## src/rtl/pipe_hazard_ctrl.sv

```systemverilog
// Hazard controller for a 5-stage pipeline: load-use stalls, EX redirect flushes,
// and a hold-off FSM around a multi-cycle divide unit with a timeout watchdog.
module pipe_hazard_ctrl #(
  parameter int unsigned CNT_W      = 16,
  parameter int unsigned MD_TIMEOUT = 64
) (
  input  logic             clk,
  input  logic             rst,
  input  logic [31:0]      id_instr,
  input  logic             ex_memread,
  input  logic [4:0]       ex_rd,
  input  logic             ex_redirect,
  input  logic             md_done,
  output logic             pc_we,
  output logic             ifid_we,
  output logic             ifid_flush,
  output logic             idex_flush,
  output logic             md_start,
  output logic             md_err,
  output logic [CNT_W-1:0] stall_cnt,
  output logic [CNT_W-1:0] flush_cnt
);

  localparam int unsigned WaitW = (MD_TIMEOUT > 1) ? $clog2(MD_TIMEOUT) : 1;
  localparam logic [WaitW-1:0] WaitLast = WaitW'(MD_TIMEOUT - 1);

  typedef enum logic {StRun, StMdWait} state_t;

  state_t           state_q;
  logic [WaitW-1:0] wait_cnt_q;

  logic [6:0] opcode;
  logic [4:0] rs1, rs2;
  logic       use_rs1, use_rs2;
  logic       load_use, is_div, timeout;

  logic stall_inc, flush_inc, go_wait, release_md, wait_inc, set_err;

  assign opcode = id_instr[6:0];
  assign rs1    = id_instr[19:15];
  assign rs2    = id_instr[24:20];

  always_comb begin
    use_rs1 = 1'b0;
    use_rs2 = 1'b0;
    case (opcode)
      7'b0110011, 7'b0100011, 7'b1100011: begin
        use_rs1 = 1'b1;
        use_rs2 = 1'b1;
      end
      7'b0000011, 7'b0010011, 7'b1100111: use_rs1 = 1'b1;
      default: ;
    endcase
  end

  assign load_use = ex_memread && (ex_rd != 5'd0) &&
                    ((use_rs1 && (rs1 == ex_rd)) || (use_rs2 && (rs2 == ex_rd)));
  assign is_div   = (opcode == 7'b0110011) && (id_instr[31:25] == 7'b0000001) && id_instr[14];
  assign timeout  = (wait_cnt_q == WaitLast);

  always_comb begin
    pc_we      = 1'b0;
    ifid_we    = 1'b0;
    ifid_flush = 1'b0;
    idex_flush = 1'b0;
    md_start   = 1'b0;
    stall_inc  = 1'b0;
    flush_inc  = 1'b0;
    go_wait    = 1'b0;
    release_md = 1'b0;
    wait_inc   = 1'b0;
    set_err    = 1'b0;
    unique case (state_q)
      StRun: begin
        if (ex_redirect) begin
          pc_we      = 1'b1;
          ifid_we    = 1'b1;
          ifid_flush = 1'b1;
          idex_flush = 1'b1;
          flush_inc  = 1'b1;
        end else if (load_use) begin
          idex_flush = 1'b1;
          stall_inc  = 1'b1;
        end else if (is_div) begin
          md_start   = 1'b1;
          idex_flush = 1'b1;
          go_wait    = 1'b1;
        end else begin
          pc_we   = 1'b1;
          ifid_we = 1'b1;
        end
      end
      StMdWait: begin
        // Redirects and new divides cannot occur here: EX only holds bubbles.
        if (md_done || timeout) begin
          pc_we      = 1'b1;
          ifid_we    = 1'b1;
          release_md = 1'b1;
          set_err    = !md_done;
        end else begin
          idex_flush = 1'b1;
          wait_inc   = 1'b1;
        end
      end
      default: ;
    endcase
  end

  always_ff @(posedge clk or posedge rst) begin
    if (rst) begin
      state_q    <= StRun;
      wait_cnt_q <= '0;
      stall_cnt  <= '0;
      flush_cnt  <= '0;
      md_err     <= 1'b0;
    end else begin
      if (go_wait) begin
        state_q    <= StMdWait;
        wait_cnt_q <= '0;
      end
      if (release_md) state_q <= StRun;
      if (wait_inc) wait_cnt_q <= wait_cnt_q + 1'b1;
      if (set_err) md_err <= 1'b1;
      // Counters saturate rather than wrap.
      if (stall_inc && (stall_cnt != '1)) stall_cnt <= stall_cnt + 1'b1;
      if (flush_inc && (flush_cnt != '1)) flush_cnt <= flush_cnt + 1'b1;
    end
  end

endmodule

```

## config.mk

```make
export PLATFORM = sky130hd
export DESIGN_NAME = pipe_hazard_ctrl
export DESIGN_NICKNAME = d
export VERILOG_FILES = /design/src/rtl/pipe_hazard_ctrl.sv
export SDC_FILE = /design/constraint.sdc
export NUM_CORES = 1
export LEC_CHECK = 0
export CAP_MARGIN = 40
export CORE_ASPECT_RATIO = 2
export CORE_MARGIN = 8
export CORE_UTILIZATION = 41
export CTS_BUF_LIST = sky130_fd_sc_hd__clkbuf_8
export DETAILED_ROUTE_END_ITERATION = 8
export PLACE_DENSITY = 0.8
export SLEW_MARGIN = 20
export SYNTH_ARGS = -nofsm -noshare
export SYNTH_HDL_FRONTEND = slang
export SYNTH_SLANG_ARGS = --single-unit
```

## constraint.sdc

```tcl
create_clock -name clk -period 1.9 [get_ports clk]
set_clock_uncertainty 0.05 [all_clocks]
set_input_delay 0.38 -clock clk [delete_from_list [all_inputs] [get_ports clk]]
set_output_delay 0.38 -clock clk [all_outputs]
set_load 0.01 [all_outputs]
```

# --- After elaboration in Yosys (flattened, before gate mapping) ---
# Index checks and enable logic that the tools add are counted.
word_totals:
  inputBits: 42
  elab_cells: 65
  reg_bits: 40
  output_inout_bits: 38
classes:
  n_mux: 28
  reduce_logical: 16
  n_eq_ne: 12
  addsub: 3
  bitwise: 1
ops:
  columns: ["op", "count"]
  rows:
  - ["adder 16 x 1 -> 16 bit (second input constant)", 2]
  - ["inequality test 16 bit (second input constant)", 2]
  - ["two-way mux 1 bit", 24]
  - ["== test 7 x 6 -> 1 bit (second input constant)", 2]
  - ["== test 7 bit (second input constant)", 2]
  - ["two-way mux 6 bit", 2]
  - ["== test 5 bit", 2]
  - ["logical AND 1 bit", 8]
  - ["== test 7 x 1 -> 1 bit (second input constant)", 1]
  - ["== test 7 x 2 -> 1 bit (second input constant)", 1]
  - ["== test 7 x 5 -> 1 bit (second input constant)", 1]
  - ["adder 6 x 1 -> 6 bit (second input constant)", 1]
  - ["== test 6 bit (second input constant)", 1]
  - ["OR reduction 6 bit", 1]
  - ["nonzero test 5 bit", 1]
  - ["case mux 1 bit (2 select lines)", 2]
  - ["nonzero test 2 bit", 2]
  - ["OR reduction 3 bit", 1]
  - ["logical OR 1 bit", 2]
  - ["logical NOT 1 bit", 1]
  - ["inverter 1 bit", 1]

# --- Depth between registers and ports, before layout ---
logic_depth:
  depth_word: 11
  mapped_depth: 8
  depth_no_buf: 6

# --- Worst setup path before layout ---
# Ideal clock, no wire load.
synth_path:
  path_kind: "in2out"
  from: "in ex_rd[1]"
  to: "out pc_we"
  required_ns: 1.470
  n_path_buf: 1
  path_slack_ns: -0.277
  stages: 5
  arrival_ns: 1.747
  cell_sequence: "or4_1 o211ai_1 o21ai_1 a21oi_1 buf_4"
synth_between:
  elab_chain_len: 7
  elab_cells_between_ends: 11
  classes_between: "eq/ne (2); mux (3); reduce/logical (6)"
synth_lines:
  columns: ["element", "line_no", "source"]
  rows:
  - ["start: declaration", "11", "input logic [4:0] ex_rd,"]
  - ["== test 5 bit", "57", "((use_rs1 && (rs1 == ex_rd)) || (use_rs2 && (rs2 == ex_rd)));"]
  - ["logical AND 1 bit", "57", null]
  - ["logical OR 1 bit", "57", null]
  - ["logical AND 1 bit (*)", "56", "assign load_use = ex_memread && (ex_rd != 5'd0) &&"]
  - ["two-way mux 1 bit (*) (2 in a row)", null, null]
  - ["case mux 1 bit (2 select lines) (*)", null, null]
  - ["end: declaration", "14", "output logic pc_we,"]
# Mark *: on every way between the ends. The rest lies on a longest branch, timed or not.

# --- Worst setup path in the final report ---
layout_path:
  from: "in ex_rd[1]"
  to: "out idex_flush"
layout_between:
  elab_chain_len: 7
  elab_cells_between_ends: 11
  classes_between: "eq/ne (2); mux (3); reduce/logical (6)"
layout_lines:
  columns: ["element", "line_no", "source"]
  rows:
  - ["== test 5 bit", "57", null]
  - ["logical AND 1 bit", "57", null]
  - ["logical OR 1 bit", "57", null]
  - ["logical AND 1 bit (*)", "56", null]
  - ["two-way mux 1 bit (*)", "81", "end else if (load_use) begin"]
  - ["two-way mux 1 bit (*)", "75", "if (ex_redirect) begin"]
  - ["case mux 1 bit (2 select lines) (*)", "73", "unique case (state_q)"]
  - ["end: declaration", "17", "output logic idex_flush,"]
# Marks and branches as above.

==> impl_metrics.csv <==
group,metric,value,unit
clock_tree,numCtsBuffers,5,
detailed_routing,vias_per_cell,5.164,
setup_path,required,1.47,ns
placed_design,port_buffers,72,
floorplan,core_area,5092,um2
floorplan,fp.dieH,118.6,um
setup_path,arrival,1.77,ns
setup_path,cp-endpoint,"idex_flush",
setup_path,cp_max_fo,2,
logic_synthesis,yosysUniqueCellTypes,45,
setup_path,cp-startpoint,"ex_rd[1]",
global_routing,grt_first_pass_wirelength,10510,um
detailed_routing,finalWirelength,6254,um
logic_synthesis,synth-simple-area-share,0.2577,
detailed_routing,dr_total_vias,2045,
setup_path,worstSetupEndpointType,"output port",
floorplan,initial_core_util,0.4233,
detailed_routing,drc_errors,0,
global_routing,grt_start_max_net_pins,41,
min_path,worstHoldPathType,"in2async",
sta,finalSetupViolCount,4,
detailed_routing,drtIter0Drc,66,
run_status,status,"finished, violations left",
floorplan,rows,37,
placed_design,gp_congestion,0.7928,
sta,maxSlewHeadroom,0.7954,
power_and_ir_drop,p_leak,1.734,nW
global_routing,grt_pass1_vias,2304,
floorplan,dieArea,7975,um2
logic_synthesis,synth_nets,251,
clock_tree,path_clk_slew,0.08,ns
global_routing,overflow,0,
sta,finalSetupTns,-1.018,ns
logic_synthesis,postSynthAreaPerCell,10.47,um2
sta,tightest_slew,0.3040,ns
clock_tree,clock_sinks,40,
cells_and_area,multiInputGateArea,1291,um2
logic_synthesis,yosys.area_share.xor_xnor,0.1747,
setup_path,start_kind,"input port",
logic_synthesis,synth_top_family_by_area,"simple AND/OR/NAND/NOR gates",
detailed_routing,wl_per_cell,15.79,um
cells_and_area,nets,382,
sta,fin_ws,-0.3014,ns
clock_tree,clockBufferDepth,2,
power_and_ir_drop,peakVddDrop,563.4,uV
logic_synthesis,synthAdderAreaFrac,0.01741,
floorplan,fp.dieW,67.28,um
cells_and_area,num-fill-cells,386,
setup_path,reg2reg_to,"stall_cnt[3]",
logic_synthesis,muxShareOfSynthArea,0.01045,
setup_path,path_class,"in2out",
cells_and_area,num_antenna_cells,0,
cells_and_area,area_delta_synth_final,65.93,%
logic_synthesis,seq_area_frac_synth,0.4643,
cells_and_area,layout_common_cells,"buf_4, dfrtp_1, clkdlybuf4s50_1",
logic_synthesis,synth_area,2156,um2
cells_and_area,layout_commonest_cell,"buf_4",
sta,hold_viol_final,0,
clock_tree,root_buffer,"clkbuf_8",
setup_path,r2r_setup_slack,0.09,ns
sta,drv_slew,0,
sta,period_share,1.159,
sta,rsz0062_at_grt,"true",
logic_synthesis,netlist_instances,206,
global_routing,antenna_found_initial,0,
power_and_ir_drop,power_density,601.3,nW/um2
placed_design,dp_hpwl,4794,um
cells_and_area,seq_area,1001,um2
sta,fin_crit,2.201,ns
setup_path,worstRegToRegCells,7,
clock_tree,cts_max_level,2,
placed_design,dp.cells,382,
detailed_routing,first_pass_iters,4,
cells_and_area,layout-drive-gt1-share,0.3225,
sta,max_freq,454.3,MHz
cells_and_area,finalNonFillerCells,396,
sta,holdWs,0.4016,ns
setup_path,rr_startpoint,"stall_cnt[0]",
logic_synthesis,ys_warn_count,0,
floorplan,ios,80,
logic_synthesis,ys_ff_latch,40,
clock_tree,cts_hold_buffers,0,
run,maxCapViolCount,0,
global_routing,grt.total_usage,0.1645,
clock_tree,clk_latency,0.29,ns
clock_tree,cts_tree,"done",
detailed_routing,ant_nets,0,
run_status,violations,"negative setup slack",
logic_synthesis,synth_compound_area_frac,0.05862,
[registers in the layout, summed over array words and instances, names as in the netlist]
signal      flops
flush_cnt      16
stall_cnt      16
wait_cnt_q      6
md_err          1
state_q         1
[critical path, stage by stage]
cell      delay (ns)
buf_6           0.09
or4_4           0.53
o211ai_1        0.27
o21ai_2         0.11
o31a_1          0.24
buf_2           0.14
[how the worst min path moves through the flow]
stage	startpoint	endpoint	slack (ns)	cells past startpoint
after global placement	md_err	md_err	0.41	1
final	rst	wait_cnt_q[5]	0.40	3
after detailed placement	md_err	md_err	0.42	1
after CTS	rst	wait_cnt_q[5]	0.41	3
after global routing	rst	wait_cnt_q[2]	0.41	3
after floorplan	wait_cnt_q[3]	wait_cnt_q[3]	0.46	2
[cell type report]
class,instances,area share
multi-input cells,159,0.3610
repair buffers,129,0.3123
flip-flops and latches,40,0.2798
well taps,58,0.02029
clock buffers,5,0.01924
clock inverters,3,0.005247
inverters,2,0.002099
[synth_stat cells, drive strengths merged]
| cell type | number | area share |
|---|---|---|
| a21boi | 2 | 0.0070 |
| a21oi | 3 | 0.0070 |
| a22oi | 1 | 0.0058 |
| a31oi | 1 | 0.0029 |
| and2 | 1 | 0.0029 |
| and3 | 4 | 0.012 |
| and3b | 1 | 0.0041 |
| and4 | 3 | 0.012 |
| buf | 4 | 0.012 |
| clkbuf | 1 | 0.0017 |
| dfrtp | 40 | 0.46 |
| ha | 3 | 0.017 |
| inv | 2 | 0.0035 |
| mux2 | 2 | 0.010 |
| nand2 | 21 | 0.037 |
| nand2b | 5 | 0.015 |
| nand3 | 11 | 0.026 |
| nand3b | 1 | 0.0035 |
| nand4 | 11 | 0.032 |
| nand4b | 1 | 0.0041 |
| nor2 | 7 | 0.012 |
| nor2b | 1 | 0.0029 |
| nor3 | 11 | 0.028 |
| nor3b | 3 | 0.013 |
| nor4 | 7 | 0.029 |
| nor4b | 3 | 0.015 |
| nor4bb | 1 | 0.0046 |
| o211a | 1 | 0.0046 |
| o211ai | 2 | 0.0093 |
| o21a | 2 | 0.0070 |
| o21ai | 2 | 0.0046 |
| o21bai | 1 | 0.0035 |
| o22ai | 1 | 0.0029 |
| o31a | 1 | 0.0041 |
| or2 | 1 | 0.0029 |
| or4 | 1 | 0.0035 |
| xnor2 | 14 | 0.057 |
| xor2 | 29 | 0.12 |
[report_power, final]
| group | internal, mW | leakage (nW) | total, mW | switching [mW] |
|---|---|---|---|---|
| clock network | 0.256 | 0.0479 | 0.565 | 0.308 |
| registers | 0.925 | 0.547 | 0.995 | 0.0707 |
| logic | 0.344 | 1.14 | 0.591 | 0.247 |
| total | 1.52 | 1.73 | 2.15 | 0.626 |
[cells by family after synthesis]
logic type | count (synthesis)
fa+ha+maj | 3
compound gates | 17
simple gates | 94
mux | 2
flops | 40
xor+xnor | 43
buf+inv | 7
[per-layer routing]
metal / vias to the layer above / share of wire / track usage
met5: - / 0 / 0
met4: 0 / 0.020 / 0.05797
met3: 9 / 0.032 / 0.02744
met2: 40 / 0.59 / 0.3155
met1: 1010 / 0.36 / 0.1637
li1: 986 / - / -
[metrics by stage]
step / worst slack, ns / utilization / power [mW] / instance area, um2
detailed placement: -1.012 / 0.6526 / 1.613 / 3323
CTS: -0.3085 / 0.6803 / 2.179 / 3465
global placement: -0.9724 / 0.6526 / 1.594 / 3323
floorplan: -0.1977 / - / 1.225 / 2166
finish: -0.3014 / 0.7025 / 2.151 / 3577
global route: -0.3730 / 0.7025 / 2.267 / 3577
[timing repair]
| item | in CTS | in global routing |
|---|---|---|
| cloned | 0 | 0 |
| endpoints found under the setup margin | 29 | 29 |
| pin swaps | 28 | 12 |
| buffers inserted | 5 | 2 |
| gates resized for setup | 84 | 21 |
No activity file was read; power rests on OpenSTA's default activity.
